**config.mk**
```make
export PLATFORM = sky130hd
export DESIGN_NAME = branch_resolve_unit_flat
export DESIGN_NICKNAME = d
export VERILOG_FILES = /design/src/rtl/branch_resolve_if.sv /design/src/rtl/branch_resolve_unit.sv /design/src/flat_wrapper.sv
export SDC_FILE = /design/constraint.sdc
export NUM_CORES = 1
export LEC_CHECK = 0
export CAP_MARGIN = 10
export CORE_MARGIN = 5
export CORE_UTILIZATION = 40
export CTS_BUF_LIST = sky130_fd_sc_hd__clkbuf_8
export CTS_CLUSTER_SIZE = 14
export DETAILED_ROUTE_END_ITERATION = 10
export DONT_BUFFER_PORTS = 1
export HOLD_SLACK_MARGIN = 0.15
export PLACE_DENSITY = 0.53
export SYNTH_ARGS = -nofsm -noshare
export SYNTH_HDL_FRONTEND = slang
export SYNTH_SLANG_ARGS = --single-unit
```
**constraint.sdc**
```tcl
create_clock -name clk -period 2 [get_ports clk]
set_input_delay 0.1 -clock clk [delete_from_list [all_inputs] [get_ports clk]]
set_output_delay 0.1 -clock clk [all_outputs]
set_load 0.03 [all_outputs]
```
**src/rtl/branch_resolve_if.sv**
```systemverilog
// Hazard-stage -> branch resolve -> fetch signal bundle, one instance per resolve unit.
// Latency: none (wires only).
// Backpressure: redirect_valid/redirect_ready handshake toward fetch; branch side has no ready.
//
// master: the surrounding pipeline (hazard stage and fetch); slave: branch_resolve_unit.
interface branch_resolve_if #(
    parameter int CNT_W = 16
);
    logic             br_valid;
    logic [6:0]       opcode;
    logic [2:0]       funct3;
    logic             flag_v;
    logic             flag_c;
    logic             flag_n;
    logic             flag_z;
    logic             flag_l;
    logic [31:0]      pc_branch;
    logic [31:0]      imm_b;
    logic             redirect_ready;
    logic             redirect_valid;
    logic [31:0]      redirect_pc;
    logic             flush;
    logic             busy;
    logic             illegal_br;
    logic [CNT_W-1:0] branch_cnt;
    logic [CNT_W-1:0] taken_cnt;

    modport master (
        output br_valid, opcode, funct3, flag_v, flag_c, flag_n, flag_z, flag_l,
               pc_branch, imm_b, redirect_ready,
        input  redirect_valid, redirect_pc, flush, busy, illegal_br, branch_cnt, taken_cnt
    );

    modport slave (
        input  br_valid, opcode, funct3, flag_v, flag_c, flag_n, flag_z, flag_l,
               pc_branch, imm_b, redirect_ready,
        output redirect_valid, redirect_pc, flush, busy, illegal_br, branch_cnt, taken_cnt
    );
endinterface

```
**src/rtl/branch_resolve_unit.sv**
```systemverilog
// Resolves conditional branches under static not-taken prediction; redirects fetch and flushes on taken.
// Latency: redirect_valid/flush assert 1 cycle after acceptance; flush lasts FLUSH_CYCLES after handshake.
// Backpressure: redirect held stable until redirect_ready; branches arriving while busy are dropped.
//
// Ports: clk, rst (sync, active-high); bus (slave modport) carries the branch strobe, flags,
// opcode/funct3, pc/imm, the fetch redirect handshake, flush/busy/illegal_br and statistics.
module branch_resolve_unit #(
    parameter int FLUSH_CYCLES = 2,
    parameter int CNT_W        = 16
) (
    input  logic               clk,
    input  logic               rst,
    branch_resolve_if.slave    bus
);

    localparam logic [6:0] OPC_BRANCH = 7'b1100011;

    typedef enum logic [1:0] {
        IDLE     = 2'd0,
        REDIRECT = 2'd1,
        FLUSH    = 2'd2
    } state_t;

    state_t           state;
    logic [3:0]       flush_cnt;
    logic             redirect_valid_q;
    logic [31:0]      redirect_pc_q;
    logic             flush_q;
    logic             busy_q;
    logic             illegal_q;
    logic [CNT_W-1:0] branch_cnt_q;
    logic [CNT_W-1:0] taken_cnt_q;

    logic             accept;
    logic             taken;
    logic             illegal;
    logic [31:0]      target_sum;
    logic [31:0]      target;

    // Carry flag is forwarded but no supported condition needs it.
    logic unused_flag_c;
    assign unused_flag_c = bus.flag_c;

    assign accept     = bus.br_valid && (bus.opcode == OPC_BRANCH) && (state == IDLE);
    assign target_sum = bus.pc_branch + bus.imm_b;
    assign target     = {target_sum[31:1], 1'b0};

    always_comb begin
        taken   = 1'b0;
        illegal = 1'b0;
        case (bus.funct3)
            3'b000:  taken = bus.flag_z;
            3'b001:  taken = !bus.flag_z;
            3'b100:  taken = bus.flag_n ^ bus.flag_v;
            3'b101:  taken = !(bus.flag_n ^ bus.flag_v);
            3'b110:  taken = bus.flag_l;
            3'b111:  taken = !bus.flag_l;
            default: illegal = 1'b1;   // 010/011 reserved: resolved as not taken
        endcase
    end

    always_ff @(posedge clk) begin
        if (rst) begin
            state            <= IDLE;
            flush_cnt        <= '0;
            redirect_valid_q <= 1'b0;
            redirect_pc_q    <= '0;
            flush_q          <= 1'b0;
            busy_q           <= 1'b0;
            illegal_q        <= 1'b0;
            branch_cnt_q     <= '0;
            taken_cnt_q      <= '0;
        end else begin
            illegal_q <= 1'b0;
            case (state)
                IDLE: begin
                    if (accept) begin
                        redirect_pc_q <= target;
                        illegal_q     <= illegal;
                        if (branch_cnt_q != '1)
                            branch_cnt_q <= branch_cnt_q + CNT_W'(1);
                        if (taken) begin
                            if (taken_cnt_q != '1)
                                taken_cnt_q <= taken_cnt_q + CNT_W'(1);
                            state            <= REDIRECT;
                            redirect_valid_q <= 1'b1;
                            flush_q          <= 1'b1;
                            busy_q           <= 1'b1;
                        end
                    end
                end
                REDIRECT: begin
                    if (bus.redirect_ready) begin
                        state            <= FLUSH;
                        redirect_valid_q <= 1'b0;
                        flush_cnt        <= 4'(FLUSH_CYCLES);
                    end
                end
                FLUSH: begin
                    // Count loaded at handshake, so the FLUSH state spans exactly FLUSH_CYCLES cycles.
                    if (flush_cnt <= 4'd1) begin
                        state   <= IDLE;
                        flush_q <= 1'b0;
                        busy_q  <= 1'b0;
                    end else begin
                        flush_cnt <= flush_cnt - 4'd1;
                    end
                end
                default: begin
                    state            <= IDLE;
                    redirect_valid_q <= 1'b0;
                    flush_q          <= 1'b0;
                    busy_q           <= 1'b0;
                end
            endcase
        end
    end

    assign bus.redirect_valid = redirect_valid_q;
    assign bus.redirect_pc    = redirect_pc_q;
    assign bus.flush          = flush_q;
    assign bus.busy           = busy_q;
    assign bus.illegal_br     = illegal_q;
    assign bus.branch_cnt     = branch_cnt_q;
    assign bus.taken_cnt      = taken_cnt_q;

endmodule

```
**src/flat_wrapper.sv**
```systemverilog
// flat-port wrapper written by rule: the top's interface ports become plain ports
module branch_resolve_unit_flat 
#(
    parameter int FLUSH_CYCLES = 2,
    parameter int CNT_W        = 16
)
  (clk, rst, bus_br_valid, bus_opcode, bus_funct3, bus_flag_v, bus_flag_c, bus_flag_n, bus_flag_z, bus_flag_l, bus_pc_branch, bus_imm_b, bus_redirect_ready, bus_redirect_valid, bus_redirect_pc, bus_flush, bus_busy, bus_illegal_br, bus_branch_cnt, bus_taken_cnt);
  branch_resolve_if #(.CNT_W(CNT_W)) bus_i ();
  input  logic clk;
  input  logic rst;
  input wire logic [$bits(bus_i.br_valid)-1:0] bus_br_valid;
  input wire logic [$bits(bus_i.opcode)-1:0] bus_opcode;
  input wire logic [$bits(bus_i.funct3)-1:0] bus_funct3;
  input wire logic [$bits(bus_i.flag_v)-1:0] bus_flag_v;
  input wire logic [$bits(bus_i.flag_c)-1:0] bus_flag_c;
  input wire logic [$bits(bus_i.flag_n)-1:0] bus_flag_n;
  input wire logic [$bits(bus_i.flag_z)-1:0] bus_flag_z;
  input wire logic [$bits(bus_i.flag_l)-1:0] bus_flag_l;
  input wire logic [$bits(bus_i.pc_branch)-1:0] bus_pc_branch;
  input wire logic [$bits(bus_i.imm_b)-1:0] bus_imm_b;
  input wire logic [$bits(bus_i.redirect_ready)-1:0] bus_redirect_ready;
  output wire logic [$bits(bus_i.redirect_valid)-1:0] bus_redirect_valid;
  output wire logic [$bits(bus_i.redirect_pc)-1:0] bus_redirect_pc;
  output wire logic [$bits(bus_i.flush)-1:0] bus_flush;
  output wire logic [$bits(bus_i.busy)-1:0] bus_busy;
  output wire logic [$bits(bus_i.illegal_br)-1:0] bus_illegal_br;
  output wire logic [$bits(bus_i.branch_cnt)-1:0] bus_branch_cnt;
  output wire logic [$bits(bus_i.taken_cnt)-1:0] bus_taken_cnt;
  assign bus_i.br_valid = bus_br_valid;
  assign bus_i.opcode = bus_opcode;
  assign bus_i.funct3 = bus_funct3;
  assign bus_i.flag_v = bus_flag_v;
  assign bus_i.flag_c = bus_flag_c;
  assign bus_i.flag_n = bus_flag_n;
  assign bus_i.flag_z = bus_flag_z;
  assign bus_i.flag_l = bus_flag_l;
  assign bus_i.pc_branch = bus_pc_branch;
  assign bus_i.imm_b = bus_imm_b;
  assign bus_i.redirect_ready = bus_redirect_ready;
  assign bus_redirect_valid = bus_i.redirect_valid;
  assign bus_redirect_pc = bus_i.redirect_pc;
  assign bus_flush = bus_i.flush;
  assign bus_busy = bus_i.busy;
  assign bus_illegal_br = bus_i.illegal_br;
  assign bus_branch_cnt = bus_i.branch_cnt;
  assign bus_taken_cnt = bus_i.taken_cnt;
  branch_resolve_unit #(.FLUSH_CYCLES(FLUSH_CYCLES), .CNT_W(CNT_W)) u_core (.clk(clk), .rst(rst), .bus(bus_i));
endmodule
```
==> metrics.txt, run 1 <==
ys flop type=dfxtp_1; fmax=around 530 MHz; Commonest cells post-synth=73 x nand2_1, 72 x dfxtp_1, 55 x nor2_1; final setup vio count=0; number of clock sinks=72; Post-route DRC=0; CP Class=reg -> reg; mux cell area share after synthesis=less than 1%; Core Rows=39; Worst Setup Start Kind=flop; initial core utilization=slightly above 40%; drt wl/cell=~16 um; slowest cell on the critical path=dfxtp_2; CP Data Required Time=between 2 and 2.5 ns; hold_buf cts=14; postcts setup bufs=0; top post-synthesis cells by area=dfxtp_1 31%, ha_1 9.3%, xor2_1 6.1%, nand2_1 6.0%, a21oi_1 5.4%; P_leak=between 2 and 2.5 nW; Syn Nets=675; initial antenna violation count=0; Placed Area=5390 sq um; simple logic cell fraction of the synthesized area=22.9%; GR Overflow Total=0; Post-Synth Adder-Cell Area=roughly 9.7%; HPWL after detailed placement=between 10000 and 15000 um; Pins Over Slew Limit=0; CTS tree=done; Die Footprint=around 14000 sq um; Post-synth ARST share=0%; RSZ-0062 raised after global routing=true; failing checks=negative hold slack; post-route ant nets=0; vias=about 4300; Synth Area in XOR/XNOR=between 10% and 20%; Avg Inst Size Synth=~8.3 sq um; most common cell in the netlist=nand2_1; Global Route Usage Sum=a little under a fifth; status=finished with violations; Hold Path Class=in -> reg; layout net count=about 770; gpl congestion=around 0.87; Tightest Pin Transition=~0.57 ns; max-cap check violation count=0; Reg clk slew, reported paths=approximately 0.09 ns; die width=117 um; clk_skew=roughly 0.011 ns; Ys Warns=0; Seq/Total Area, Yosys=a little under a third; Power, Total=around 3.4 mW; cells along the critical path=and4_1 > and3_2 > a31oi_4 > nand4_1 > buf_4 > or3_1 > a21oi_1; P per Cell Area=582 nW/um^2; Clock Latency Late Sink=0.35 ns; delay-heaviest family, CP=simple AND/OR/NAND/NOR gates; H-tree depth=3; largest family of logic cells by synthesized area=simple AND/OR/NAND/NOR gates; Ports=151; post-synthesis register bit count=between 70 and 80; post-synthesis compound-gate area fraction=21.3%; Final Util=between 50% and 60%; layout cells sized above 1=about 22%; Syn Inst Count=~560; CP Data Arrival Time=approximately 2.2 ns; crit end category=flop; Worst Path Buf+Inv=1; TritonCTS buffer count=9; dominant cell type by area after synthesis=dfxtp_1; Finished Cell Area=between 5000 and 6000 sq um; vias per inst=5.38; Post-Syn Area=around 4600 sq um; CTS Root Cell=clkbuf_8; CTS Buffer Depth=2; FILL cells=around 1100; Pre-antenna DRT Iters=6; largest net degree at the start of global routing=between 60 and 70; Final min period=1.90 ns; core area=roughly 11000 sq um; Post-synth EDFFs=0; Yosys cell types=around 70; Tcrit/Tclk final=94.9%; DIE HEIGHT=around 120 um; Hold Violations, Final=46; Layout area overhead=26.0%; crit-path max FO=3; drt first-iter violations=200; Yosys top cell area share=a little under a third; vias in the first global route=approximately 4300; global-route wire length before repair=approximately 21000 um; Total Wirelength=between 10000 and 15000 um; Slew HR=61.8%; Fin Hold WS=-0.187 ns; # diodes=0; Port Buffers=0; Peak VDD IR=0.244 mV; worst stage delay on the critical path=around 0.33 ns
## sequential cells by signal, indices dropped and copies added, names as in the netlist
signal                     count
u_core.bus.redirect_valid      1
u_core.bus.taken_cnt          16
u_core.flush_cnt               4
u_core.bus.branch_cnt         16
u_core.bus.busy                1
u_core.bus.redirect_pc        31
u_core.state                   2
u_core.bus.illegal_br          1
## layout by cell type (no fill, tap or decap), drive strengths merged, types with 4 or more instances in the layout
cell type    instances
a31oi                5
buf                 89
nand3               17
xor2                32
nor2                55
nor3                 7
clkbuf              11
a21o                 9
nand2b               6
nand2               73
o31ai                4
and3                12
nand4               15
ha                  34
dfxtp               72
dlygate4sd3         14
and4                 7
inv                 14
xnor2               25
o21a                 5
nor2b                4
o21ai               35
a21oi               55
## timing repair
action | 4_1_cts | 5_1_grt
hold endpoints to repair | 72 | 58
setup endpoints to repair | 15 | 15
resized for setup | 2 | 16
pin swaps | 0 | 2
## per-stage QoR
stage                     worst slack, ns  hold WS, ns  setup TNS [ns]  cells
after floorplan                   0.00318        0.176               0    557
after global placement             -0.212        0.175           -1.28    769
after detailed placement           -0.258        0.179           -1.56    769
after CTS                         0.00533       -0.205               0    799
after global routing             -0.00608       -0.209        -0.00784    799
final                               0.102       -0.187               0    799
## power by group
part,switching (mW),internal [mW],total (mW)
registers,0.00542,1.43,1.44
clock network,0.559,0.633,1.19
logic,0.384,0.355,0.740
## per-layer routing
layer	wire, um	track usage, %	part of all wire [%]
met1	5630	23.9	43
met2	6400	32.3	49
met3	896	4.01	6.8
met4	207	6.50	1.6
met5	0	0	0
## worst paths after layout
kind / from / end / slack [ns] / depth (start not counted)
max: u_core.bus.branch_cnt[9] / u_core.bus.branch_cnt[5] / 0.10 / 7
min: rst / u_core.bus.redirect_pc[11] / -0.19 / 1
max reg2reg: u_core.bus.branch_cnt[9] / u_core.bus.branch_cnt[5] / 0.10 / 7
min reg2reg: u_core.bus.busy / u_core.bus.busy / 0.47 / 2
## kinds of logic (layout without fill, tap and decap cells)
group	Yosys count	in the layout
AOI/OAI and AO/OA	143	143
other	1	1
muxes	4	4
DFF	72	72
and+or+nand+nor	213	213
xor gates and xnor gates	57	57
buffers and inverters	32	131
adders and majority gates	35	35
## area by class of cell
cell class / count / area, sq um / area share (%)
multi-input cells: 453 / 3100 / 53.6
clock buffers: 11 / 151 / 2.61
clock inverters: 5 / 47.5 / 0.821
flip-flops and latches: 72 / 1450 / 25.1
inverters: 12 / 45.0 / 0.778
repair buffers: 103 / 816 / 14.1
well taps: 143 / 179 / 3.09
Note: power is estimated with default switching activity, not from simulation.
==> run 2: changes to the inputs <==
--- a/config.mk
+++ b/config.mk
@@ -13,7 +13,7 @@
 export DETAILED_ROUTE_END_ITERATION = 10
 export DONT_BUFFER_PORTS = 1
 export HOLD_SLACK_MARGIN = 0.15
-export PLACE_DENSITY = 0.53
+export PLACE_DENSITY = 0.63
 export SYNTH_ARGS = -nofsm -noshare
 export SYNTH_HDL_FRONTEND = slang
 export SYNTH_SLANG_ARGS = --single-unit
==> run 2 against run 1 <==
  * Power grew 2.1%
  * Global-route usage grew 0.51 points
  * Sequential power is essentially flat
  * The flow now finishes without violations
  * Final cell count rose by 0.38%
  * Sequential share of layout area is 0.097 points lower
  * Utilization up 0.20 points
==> metrics.txt, run 2 (synthesized netlist as in run 1, its figures left out) <==
status=finished, final reports clean; Fin Hold WS=0.168 ns; Layout area overhead=26.5%; Core Rows=39; CP Data Arrival Time=2.23 ns; fmax=slightly above 500 MHz; commonest non-fill, non-tap cell in the layout=buf_4; DIE HEIGHT=~120 um; Total Wirelength=about 14000 um; met1 wire length=approximately 5700 um; Port Buffers=0; die width=about 120 um; core area=roughly 11000 sq um; Hold Path Class=in -> reg; cells along the critical path=ha_4 > a21oi_2 > a2111oi_4 > buf_4 > o21ai_1 > o2111ai_2 > o31ai_4 > nor3_1 > or4_1 > o211ai_1; gpl congestion=roughly 0.91; Clock Latency Late Sink=between 0.3 and 0.4 ns; met3 wire len=~1000 um; Hold Violations, Final=0; P per Cell Area=slightly below 600 nW/um^2; global-route wire length before repair=around 21000 um; Reg clk slew, reported paths=about 0.080 ns; Seq pwr share=41.8%; Ports=between 150 and 200; CTS tree=done; vias in the first global route=roughly 4400; Worst Setup Start Kind=primary input; crit end category=flop; clk_skew=~0.013 ns; sw frac=between 30% and 40%; drt first-iter violations=around 250; Final min period=~2 ns; r2r setup slk=between 0.1 and 0.15 ns; layout cells sized above 1=between 20% and 30%; Worst Path Buf+Inv=1; vias=roughly 4400; final setup vio count=0; vias per inst=5.46; Slew HR=57.8%; Global Route Usage Sum=~20%; crit-path max FO=4; HPWL after detailed placement=10200 um; largest net degree at the start of global routing=just over 60; delay-heaviest family, CP=compound AO/OA/AOI/OAI gates; max-cap check violation count=0; max reg flops=31; Post-route DRC=0; Tightest Pin Transition=about 0.63 ns; Placed Cells=about 770; TritonCTS buffer count=9; most frequent cells in the layout=89 x buf_4, 73 x nand2_1, 64 x dfxtp_1; CP Data Required Time=roughly 2.3 ns; RSZ-0062 raised after global routing=true; layout net count=771; Comb pwr share=between 20% and 30%; clock network power share=35.0%; Tcrit/Tclk final=a little over nine tenths; fin cells=around 800; Sw Pwr=roughly 1.0 mW; CTS Buffer Depth=2; Die Footprint=between 10000 and 15000 sq um; P_leak=about 2.4 nW; CP Class=in -> reg; Peak VDD IR=0.244 mV; Final Util=roughly 50%; number of clock sinks=between 70 and 80; post-route ant nets=0; initial antenna violation count=1; initial core utilization=40.6%; CTS Root Cell=clkbuf_8; worst stage delay on the critical path=between 0.4 and 0.5 ns; drt wl/cell=17.0 um; Pins Over Slew Limit=0; metal2 WL=6630 um; Pre-antenna DRT Iters=4; H-tree depth=3; slowest cell on the critical path=or4_1; uppermost layer routed=met4; Int Power=2.40 mW; GR Overflow Total=0
## run 2: cell count changes in the layout (fill, tap and decap cells not counted), sizes merged
cell and change:
clkbuf -2, clkinv +2, diode +1, clkinvlp +2, dlygate4sd3 +1, buf +1, inv -2
## run 2: power by group through the flow
stage | logic, mW | clock network [mW] | registers [mW]
after detailed placement | 0.719 | 0 | 1.47
after CTS | 0.782 | 1.23 | 1.44
final | 0.800 | 1.20 | 1.44
after global placement | 0.710 | 0 | 1.47
after global routing | 0.881 | 1.30 | 1.44
after floorplan | 0.502 | 0 | 1.47
## run 2: final timing paths
path | endpoint | from | cells past startpoint
worst max register to register | u_core.bus.illegal_br | u_core.state[0] | 6
worst min register to register | u_core.bus.busy | u_core.bus.busy | 2
worst min-delay path | u_core.bus.redirect_pc[31] | bus_pc_branch[31] | 3
worst max-delay path | u_core.bus.redirect_pc[31] | bus_imm_b[2] | 10
## run 2: per-layer routing
metal	up-vias	global-route usage, %
met4	0	8.10
met3	32	5.50
met5	-	0
li1	2186	-
met1	2021	22.7
met2	137	33.6
## run 2: what timing repair did
action / 4_1_cts / 5_1_grt
pin swaps: 0 / 5
buffers inserted: 0 / 1
endpoints found under the hold margin: 72 / 0
setup endpoints to repair: 5 / 8
resized for setup: 1 / 12
hold buffers: 16 / 0
## run 2: layout make-up
cell class / count / area, sq um
inverter: 12 / 45.0
sequential: 72 / 1450
timing repair buffer: 105 / 846
clock inverter: 7 / 72.6
multi-input combinational: 453 / 3090
fill: 1067 / 5510
antenna: 1 / 2.50
clock buffer: 9 / 124
tap: 143 / 179
## run 2: worst register-to-register path, stage by stage (launching register included)
cell and delay (ns):
dfxtp_1 0.32, and3b_1 0.25, and3_1 0.22, nand2_1 0.08
buf_4 0.21, nor3b_1 0.20, dlygate4sd3_1 0.56
## run 2: per-stage QoR
step / TNS, ns / instance area [sq um] / total power, mW / setup slack (ns)
CTS: 0 / 5760 / 3.46 / 0.0472
global route: -0.0250 / 5810 / 3.62 / -0.0156
finish: 0 / 5810 / 3.44 / 0.0500
global placement: -1.74 / 5380 / 2.18 / -0.286
detailed placement: -1.84 / 5380 / 2.19 / -0.301
floorplan: 0 / 4630 / 1.98 / 0.00318
==> run 3: changes to the inputs <==
--- a/config.mk
+++ b/config.mk
@@ -6,6 +6,7 @@
 export NUM_CORES = 1
 export LEC_CHECK = 0
 export CAP_MARGIN = 10
+export CORE_ASPECT_RATIO = 0.9
 export CORE_MARGIN = 5
 export CORE_UTILIZATION = 40
 export CTS_BUF_LIST = sky130_fd_sc_hd__clkbuf_8
==> constraint.sdc (replaced) <==
create_clock -name clk -period 1.6 [get_ports clk]
set_input_delay 0.08 -clock clk [delete_from_list [all_inputs] [get_ports clk]]
set_output_delay 0.08 -clock clk [all_outputs]
set_load 0.03 [all_outputs]
==> run 3 against run 2 <==
  * The run now ends with negative hold slack, negative setup slack left
  * Critical endpoint is now u_core.bus.branch_cnt[7]
  * Design area grew 20%
  * First-iteration DRC count shrank 25%
  * Die area is essentially flat
  * Combinational power grew 66%
  * Via count grew 5.4%
  * Utilization grew 10 points
  * Hold slack lost 0.36 ns
  * Worst setup slack lost 0.30 ns
  * Clock power grew 34%
  * Non-clock buffer count grew 54
==> metrics.txt, run 3 (synthesized netlist as in run 1, its figures left out) <==
status=finished with violations; failing checks=negative hold slack, negative setup slack; Final min period=between 1.5 and 2 ns; CP Data Required Time=between 1.5 and 2 ns; hold_buf cts=5; layout net count=about 830; Hold Violations, Final=55; Peak VDD IR=slightly below 0.4 mV; global-route wire length before repair=between 20000 and 25000 um; Clock Latency Late Sink=0.34 ns; CP Data Arrival Time=approximately 2.1 ns; post-route ant nets=0; die width=~120 um; Pre-antenna DRT Iters=5; initial core utilization=just over 40%; CTS Buffer Depth=2; Int Power=roughly 3.4 mW; clock network power share=34.0%; Finished Cell Area=a little under 7000 sq um; layout cells sized above 1=between 40% and 50%; worst stage delay on the critical path=between 0.3 and 0.4 ns; commonest non-fill, non-tap cell in the layout=buf_4; max-cap check violation count=0; delay-heaviest family, CP=simple AND/OR/NAND/NOR gates; Power, Total=between 4 and 5 mW; RSZ-0062 raised after global routing=true; Tcrit/Tclk final=116%; fmax=about 540 MHz; max reg flops=31; vias=4611; cells along the critical path=and4_4 > and3_4 > a31oi_4 > nand4_1 > nor2_2 > buf_4 > nand2_2 > xor2_1 > nor2_1; crit end category=flop; H-tree depth=3; Global Route Usage Sum=between 20% and 30%; core area=11300 sq um; slowest cell on the critical path=dfxtp_4; Sw Pwr=between 1 and 1.5 mW; # diodes=0; initial antenna violation count=0; drt wl/cell=around 17 um; Seq pwr share=between 30% and 40%; Tightest Pin Transition=slightly above 0.5 ns; Pins Over Slew Limit=0; Core Rows=37; Worst Setup Start Kind=flop; Fin Hold WS=-0.196 ns; HPWL after detailed placement=around 11000 um; Post-route DRC=0; Slew HR=between 60% and 70%; Placed Area=6120 sq um; GR Overflow Total=0; CTS tree=done; TritonCTS buffer count=9; P per Cell Area=roughly 680 nW/um^2; Worst R2R End=u_core.bus.branch_cnt[7]; clk_skew=just over 0.01 ns; reg2reg start=u_core.bus.branch_cnt[9]; most frequent cells in the layout=141 x buf_4, 62 x nand2_1, 56 x dfxtp_1; Die Footprint=between 10000 and 15000 sq um; r2r setup slk=-0.25 ns; Placed Cells=830; sw frac=about 28%; CTS Root Cell=clkbuf_8; Comb pwr share=roughly 28%; largest net degree at the start of global routing=between 60 and 70; Ports=~150; Port Buffers=0; Reg clk slew, reported paths=about 0.080 ns; Hold Path End=u_core.bus.redirect_valid; fin cells=between 800 and 900; vias per inst=5.31; Worst Path Buf+Inv=1; Hold Path Class=in -> reg; Worst Min Path Start=rst; number of clock sinks=72; gpl congestion=roughly 0.9; Final TNS setup=-4.23 ns; final setup vio count=34; drt first-iter violations=190; Layout area overhead=51.5%; CP Class=reg -> reg; R2R depth=9; vias in the first global route=approximately 4700; Final WS setup=-0.251 ns; DIE HEIGHT=112 um; WHS Path Cells=1; P_leak=roughly 2.7 nW; Total Wirelength=around 14000 um; crit-path max FO=5
[run 3: power by group through the flow]
stage / logic [mW] / clock network (mW) / registers [mW]
after CTS: 1.18 / 1.65 / 1.79
after floorplan: 0.746 / 0 / 1.83
final: 1.33 / 1.61 / 1.79
after detailed placement: 1.13 / 0 / 1.83
after global placement: 1.11 / 0 / 1.83
after global routing: 1.44 / 1.73 / 1.79
[run 3: layout make-up]
class,instances,area [sq um]
Inverter,12,52.6
Multi-Input combinational cell,453,3730
Clock inverter,6,85.1
Sequential cell,72,1480
Timing Repair Buffer,159,1280
Clock buffer,10,138
Fill cell,973,4380
Tap cell,156,195
[run 3: how the worst max path moves through the flow]
stage,startpoint,endpoint,slack (ns),depth (start not counted)
CTS,u_core.state[0],u_core.bus.branch_cnt[11],-0.23,8
detailed placement,bus_pc_branch[2],u_core.bus.redirect_pc[31],-0.48,9
finish,u_core.bus.branch_cnt[9],u_core.bus.branch_cnt[7],-0.25,9
global route,u_core.state[0],u_core.bus.branch_cnt[9],-0.35,8
floorplan,u_core.state[0],u_core.bus.taken_cnt[5],-0.28,9
global placement,bus_imm_b[5],u_core.bus.redirect_pc[31],-0.43,9
[run 3: layer usage]
layer / vias up / GRT usage [%] / wire [um]
li1: 2288 / - / -
met1: 2186 / 26.7 / 6330
met2: 125 / 33.0 / 6950
met3: 12 / 5.33 / 977
met4: 0 / 3.99 / 131
met5: - / 0 / 0
[run 3: stage by stage]
step	setup slack, ns	utilization (%)
final	-0.251	61.4
after global routing	-0.346	61.4
after CTS	-0.229	57.9
after detailed placement	-0.475	54.0
after global placement	-0.429	54.0
after floorplan	-0.280	-
[run 3: worst register-to-register path: cells and delay by family, from the launching register on]
family	cells	cell delay, ns
flops	1	0.35
buf+inv	1	0.14
simple gates	6	0.96
compound gates	1	0.17
xor+xnor	1	0.13
[run 3: repair_timing]
action,in CTS,in global routing
cloned,1,1
hold endpoints to repair,72,67
endpoints found under the setup margin,44,49
buffers inserted,5,13
pin swaps,33,49
gates resized for setup,33,60
